`src/rtl/ahb_lite_slave_mux.sv`:
```
// AHB-Lite slave-side address decoder and response multiplexer for one master and N_SLAVE slaves.
// Includes an ERROR-only default slave, a stalled-slave watchdog and an ERROR response counter.
module ahb_lite_slave_mux #(
  parameter int                          N_SLAVE        = 4,
  parameter int                          W_ADDR         = 32,
  parameter int                          W_DATA         = 32,
  parameter int                          W_BURST        = 3,
  parameter logic [N_SLAVE*W_ADDR-1:0]   ADDR_START_MAP = '0,
  parameter logic [N_SLAVE*W_ADDR-1:0]   ADDR_MASK      = '0,
  parameter int                          TIMEOUT        = 16
) (
  input  logic                           HCLK,
  input  logic                           HRESET,
  input  logic                           ma_HSEL,
  input  logic [W_ADDR-1:0]              ma_HADDR,
  input  logic [1:0]                     ma_HTRANS,
  input  logic                           ma_HWRITE,
  input  logic [2:0]                     ma_HSIZE,
  input  logic [W_BURST-1:0]             ma_HBURST,
  input  logic [W_DATA-1:0]              ma_HWDATA,
  output logic                           out_ma_HREADY,
  output logic [1:0]                     out_ma_HRESP,
  output logic [W_DATA-1:0]              out_ma_HRDATA,
  output logic [N_SLAVE-1:0]             out_sl_HSEL,
  output logic [W_ADDR-1:0]              out_sl_HADDR,
  output logic [1:0]                     out_sl_HTRANS,
  output logic                           out_sl_HWRITE,
  output logic [2:0]                     out_sl_HSIZE,
  output logic [W_BURST-1:0]             out_sl_HBURST,
  output logic [W_DATA-1:0]              out_sl_HWDATA,
  output logic                           out_sl_HREADY,
  input  logic [N_SLAVE-1:0]             sl_HREADY,
  input  logic [N_SLAVE*2-1:0]           sl_HRESP,
  input  logic [N_SLAVE*W_DATA-1:0]      sl_HRDATA,
  output logic                           o_timeout,
  output logic [7:0]                     o_err_cnt
);

  // Default-slave FSM
  //   state  | meaning
  //   D_IDLE | default slave not owning the data phase
  //   D_ERR1 | first ERROR cycle, HREADY low
  //   D_ERR2 | second ERROR cycle, HREADY high (transfer completes)

  localparam int         W_IDX      = (N_SLAVE > 1) ? $clog2(N_SLAVE) : 1;
  localparam int         W_CNT      = (TIMEOUT > 1) ? $clog2(TIMEOUT + 1) : 1;
  localparam logic [1:0] RESP_OKAY  = 2'b00;
  localparam logic [1:0] RESP_ERROR = 2'b01;

  typedef enum logic [1:0] {OWN_NONE, OWN_SLV, OWN_DEF} own_t;
  typedef enum logic [1:0] {D_IDLE, D_ERR1, D_ERR2} dstate_t;

  own_t             r_own;
  logic [W_IDX-1:0] r_own_idx;
  dstate_t          r_dstate;
  logic [W_CNT-1:0] r_stall_cnt;
  logic             r_hung;
  logic [W_IDX-1:0] r_hung_idx;
  logic             r_timeout;
  logic [7:0]       r_err_cnt;

  logic             w_hit_any;
  logic [W_IDX-1:0] w_hit_idx;
  logic             w_route_slv;
  logic             w_xfer;
  logic             w_accept;
  logic             w_stall;
  logic             w_abort;
  logic             w_err_beat;
  logic [N_SLAVE-1:0] w_sel;

  // Scan from the top so the lowest matching index is the one left standing.
  always_comb begin
    w_hit_any = 1'b0;
    w_hit_idx = '0;
    for (int i = N_SLAVE - 1; i >= 0; i--) begin
      if ((ma_HADDR & ADDR_MASK[i*W_ADDR +: W_ADDR]) ==
          (ADDR_START_MAP[i*W_ADDR +: W_ADDR] & ADDR_MASK[i*W_ADDR +: W_ADDR])) begin
        w_hit_any = 1'b1;
        w_hit_idx = W_IDX'(i);
      end
    end
  end

  assign w_route_slv = w_hit_any && !(r_hung && (r_hung_idx == w_hit_idx));
  assign w_xfer      = ma_HSEL && ma_HTRANS[1];

  always_comb begin
    w_sel = '0;
    if (ma_HSEL && w_route_slv && !HRESET) begin
      w_sel[w_hit_idx] = 1'b1;
    end
  end

  always_comb begin
    out_ma_HREADY = 1'b1;
    out_ma_HRESP  = RESP_OKAY;
    out_ma_HRDATA = '0;
    case (r_own)
      OWN_SLV: begin
        out_ma_HREADY = sl_HREADY[r_own_idx];
        out_ma_HRESP  = sl_HRESP[int'(r_own_idx)*2 +: 2];
        out_ma_HRDATA = sl_HRDATA[int'(r_own_idx)*W_DATA +: W_DATA];
      end
      OWN_DEF: begin
        out_ma_HREADY = (r_dstate == D_ERR2);
        out_ma_HRESP  = RESP_ERROR;
      end
      default: ;
    endcase
  end

  assign w_accept   = out_ma_HREADY;
  assign w_stall    = (r_own == OWN_SLV) && !sl_HREADY[r_own_idx];
  assign w_abort    = (TIMEOUT != 0) && w_stall && (r_stall_cnt == W_CNT'(TIMEOUT - 1));
  assign w_err_beat = out_ma_HREADY && (out_ma_HRESP == RESP_ERROR);

  always_ff @(posedge HCLK or posedge HRESET) begin
    if (HRESET) begin
      r_own     <= OWN_NONE;
      r_own_idx <= '0;
      r_dstate  <= D_IDLE;
    end else if (w_abort) begin
      r_own    <= OWN_DEF;
      r_dstate <= D_ERR1;
    end else begin
      if (w_accept) begin
        if (w_xfer) begin
          r_own     <= w_route_slv ? OWN_SLV : OWN_DEF;
          r_own_idx <= w_hit_idx;
        end else begin
          r_own <= OWN_NONE;
        end
      end
      if (w_accept && w_xfer && !w_route_slv) begin
        r_dstate <= D_ERR1;
      end else begin
        case (r_dstate)
          D_ERR1:  r_dstate <= D_ERR2;
          default: r_dstate <= D_IDLE;
        endcase
      end
    end
  end

  // Abort takes priority over hung release so the fence is always set first.
  always_ff @(posedge HCLK or posedge HRESET) begin
    if (HRESET) begin
      r_stall_cnt <= '0;
      r_hung      <= 1'b0;
      r_hung_idx  <= '0;
      r_timeout   <= 1'b0;
      r_err_cnt   <= '0;
    end else begin
      r_timeout <= w_abort;
      if (w_stall && !w_abort && (TIMEOUT != 0)) begin
        r_stall_cnt <= r_stall_cnt + 1'b1;
      end else begin
        r_stall_cnt <= '0;
      end
      if (w_abort) begin
        r_hung     <= 1'b1;
        r_hung_idx <= r_own_idx;
      end else if (r_hung && sl_HREADY[r_hung_idx]) begin
        r_hung <= 1'b0;
      end
      if (w_err_beat && (r_err_cnt != 8'hFF)) begin
        r_err_cnt <= r_err_cnt + 8'd1;
      end
    end
  end

  assign out_sl_HSEL   = w_sel;
  assign out_sl_HADDR  = ma_HADDR;
  assign out_sl_HTRANS = ma_HTRANS;
  assign out_sl_HWRITE = ma_HWRITE;
  assign out_sl_HSIZE  = ma_HSIZE;
  assign out_sl_HBURST = ma_HBURST;
  assign out_sl_HWDATA = ma_HWDATA;
  assign out_sl_HREADY = out_ma_HREADY;
  assign o_timeout     = r_timeout;
  assign o_err_cnt     = r_err_cnt;

endmodule
```
`config.mk`:
```
export PLATFORM = sky130hd
export DESIGN_NAME = ahb_lite_slave_mux
export DESIGN_NICKNAME = d
export VERILOG_FILES = /design/src/rtl/ahb_lite_slave_mux.sv
export SDC_FILE = /design/constraint.sdc
export NUM_CORES = 1
export LEC_CHECK = 0
export ABC_AREA = 1
export CAP_MARGIN = 0
export CORE_AREA = 2 2 131 133
export CTS_CLUSTER_DIAMETER = 80
export CTS_CLUSTER_SIZE = 16
export DETAILED_ROUTE_END_ITERATION = 10
export DIE_AREA = 0 0 133 135
export SLEW_MARGIN = 40
export SYNTH_ARGS = -nofsm -noshare
export SYNTH_HDL_FRONTEND = slang
export SYNTH_SLANG_ARGS = --single-unit
```
`constraint.sdc`:
```
create_clock -name HCLK -period 1.45 [get_ports HCLK]
set_clock_uncertainty 0.1 [all_clocks]
set_input_delay 0.145 -clock HCLK [delete_from_list [all_inputs] [get_ports HCLK]]
set_output_delay 0.145 -clock HCLK [all_outputs]
set_load 0.05 [all_outputs]
```
==> qor.txt <==
run status: finished with violations
violated checks: setup timing
RSZ-0062 raised after global routing: yes
WL final: 5.18 mm
WP buf/inv: 5
non-filler instance count after layout: 538
Adder-Cell Fraction of Synth Area: 3.23%
pre-CTS setup slack: -0.181 ns
slack of the critical path: -0.251 ns
Peak Freq: 588 MHz
MaxCap Viol Count: 0
First-pass DRT Iterations: 4
critical path's top delay family: buffers and inverters
CP Max Fanout: 2
GRT Total Usage: 5.80%
Synth Area in Compound Gates: 2.32%
min Tclk post-route: 1.70 ns
vias post-DR: 1699
arrival time worst endpoint: 1.46 ns
dpl cells: 525
min-delay src: ma_HADDR[11]
most used cell, CP: buf_4
clk_lat worst skew: 0.25 ns
Power Internal: 0.00292 W
Tcrit/Tclk final: 117%
Sw Ratio: 47.4%
Site Rows: 47
CTS Buffer Depth: 2
reg-to-reg startpoint: r_own[1]$_DFFE_PP0P_
Simple-Gate Fraction of Synth Area: 27.4%
fin nets: 540
first-pass GRT wire length: 8.38 mm
Power Dens Cells: 1580 nW/µm²
# DRC: 0
Yosys top cell by area: buf_4
Wirelength per Cell: 9.63 µm
GPL Wtd Cong: 0.711
Yosys Warn Count: 0
initial core utilization: 11.8%
GRT overflow: 0
area share of the largest cell type after synthesis: 29.8%
IO Port Bufs: 85
post-synthesis sequential area ratio: 24.5%
CTS Buf Count: 3
# IOs: 338
critical path class: register to primary output
initial antenna violation count: 0
Die ar.: 18000 µm²
Cell variety after synth: 27
Mapped Area: 1940 µm²
DRT antenna net count: 0
Sequential Power Share: 12.3%
type of the tightest min-delay check: primary input to primary output
CTS root buf: clkbuf_16
crit path launch type: register
P_sw: 0.00263 W
post-DP HPWL: 4.05 mm
data required time of the worst path: 1.21 ns
Final Util: 21.4%
Syn Inst Count: 282
clk slew on worst S/H paths: 0.05 ns
Setup crit start: r_own[1]$_DFFE_PP0P_
CP peak stage delay: 0.39 ns
CTS tree: yes
number of global-route vias before repair: 1679
DRT iter0 DRCs: 22
crit-path cells: buf_4 > ha_4 > inv_4 > buf_4 > nand2_2 > inv_2 > buf_12
Area Growth Syn to Fin: 81.0%
leading post-synthesis cells by cell area: buf_4, dfrtp_1, nand2_1, inv_1, nand3_1
Clk pwr share: 10.4%
H-tree depth: 1
CP endpoint kind: primary output
multiplexer area fraction after synthesis: 0%
flop2flop setup slack: -0.23 ns
largest net degree at the start of global routing: 33
height of the die: 135 µm
Comb pwr share: 77.3%
Synth Area per Inst: 6.88 µm²
Fin. Hold Viols: 0
vias per cell: 3.16
n_diodes: 0
VDD IR max: 0.949 mV
LEAKAGE: 1.39 nW
Seq cells post-synth: 19
share of cells above drive strength 1: 48.4%
Slew Viols, Final: 0
Tot Pwr: 0.00554 W
die width: 133 µm
xor/xnor share of the synthesized area: 0.903%
core area: 16400 µm²
slowest CP cell: dfrtp_1
CTS sink cnt: 19
largest family of logic cells by synthesized area: buffers and inverters
final setup vio count: 48
-- synthesized netlist by cell type --
library cell / number
buf_4: 77
nand2_1: 67
inv_1: 52
dfrtp_1: 19
nand3_1: 17
nor2_1: 13
nand2_2: 6
ha_1: 5
clkbuf_1: 3
o21ai_0: 3
a21oi_1: 2
inv_2: 2
nand3_4: 2
buf_6: 1
conb_1: 1
nand2_4: 1
nand3b_1: 1
nor2_2: 1
nor2_4: 1
nor2_8: 1
nor3_2: 1
nor3b_1: 1
o211ai_1: 1
o21ai_1: 1
o21bai_1: 1
xnor2_1: 1
xor2_1: 1
-- stage by stage --
| stage | hold slack (ns) | TNS, ns | instance area, µm² |
|---|---|---|---|
| floorplan | -0.00415 | -0.688 | 2100 |
| global placement | 0.190 | -2.05 | 3230 |
| detailed placement | 0.190 | -2.28 | 3230 |
| CTS | 0.190 | -9.36 | 3440 |
| global route | 0.190 | -12.68 | 3510 |
| finish | 0.190 | -9.23 | 3510 |
-- repair_timing --
item,CTS,global route
setup endpoints to repair,52,55
setup buffers,7,2
hold buffers,0,0
gates resized for setup,24,16
cloned,0,0
pin swaps,5,5
-- final cells by class --
class                      count  area [µm²]
tap                          220         275
clock buffer                   4        78.8
inverter                      54         325
fill                        1761       12900
timing repair buffer         111        1540
sequential                    19         482
multi-input combinational    130         805
-- sequential cells by signal, indices dropped and copies added, names as in the netlist --
name / count
o_err_cnt: 8
r_stall_cnt: 5
r_dstate: 2
r_own: 2
o_timeout: 1
r_hung: 1
-- worst paths after layout --
path | end | cells after the start
setup / recovery | out_ma_HRESP[0] | 7
hold / removal | out_sl_HADDR[11] | 0
setup reg to reg | o_err_cnt[0]$_DFFE_PP0P_ | 10
hold reg to reg | r_dstate[1]$_DFF_PP0_ | 1
max in group asynchronous | o_err_cnt[1]$_DFFE_PP0P_ | 3
min in group asynchronous | o_timeout$_DFF_PP0_ | 3
-- logic make-up after synthesis --
group / after synthesis
AOI/OAI and AO/OA: 8
xor gates and xnor gates: 2
buffers and inverters: 135
other: 1
DFF: 19
adders and majority gates: 5
and+or+nand+nor: 112
-- routing by layer --
metal / up-vias / wire (µm) / global-route usage, %
li1: 815 / - / -
met1: 765 / 2130 / 6.97
met2: 101 / 2330 / 9.15
met3: 18 / 572 / 2.14
met4: 0 / 152 / 2.87
met5: - / 0 / 0
-- power by group through the flow --
stage,Clock (W),Combinational [W],Sequential [W]
after floorplan,0,0.00255,0.000799
after global placement,0,0.00398,0.000673
after detailed placement,0,0.00398,0.000678
after CTS,0.000597,0.00424,0.000674
after global routing,0.000627,0.00450,0.000696
final,0.000576,0.00428,0.000684
-- placed cells by master (no fill, tap or decap), drive strengths merged --
master	n
xor2	1
ha	5
o21ai	4
conb	3
clkinvlp	30
xnor2	1
buf	73
nand3	19
dfrtp	19
o211ai	1
nand2	74
nor3	1
o21bai	1
clkbuf	4
a21oi	2
clkdlybuf4s50	38
nor3b	1
inv	24
nand3b	1
nor2	16
(Power assumes the default switching activity.)
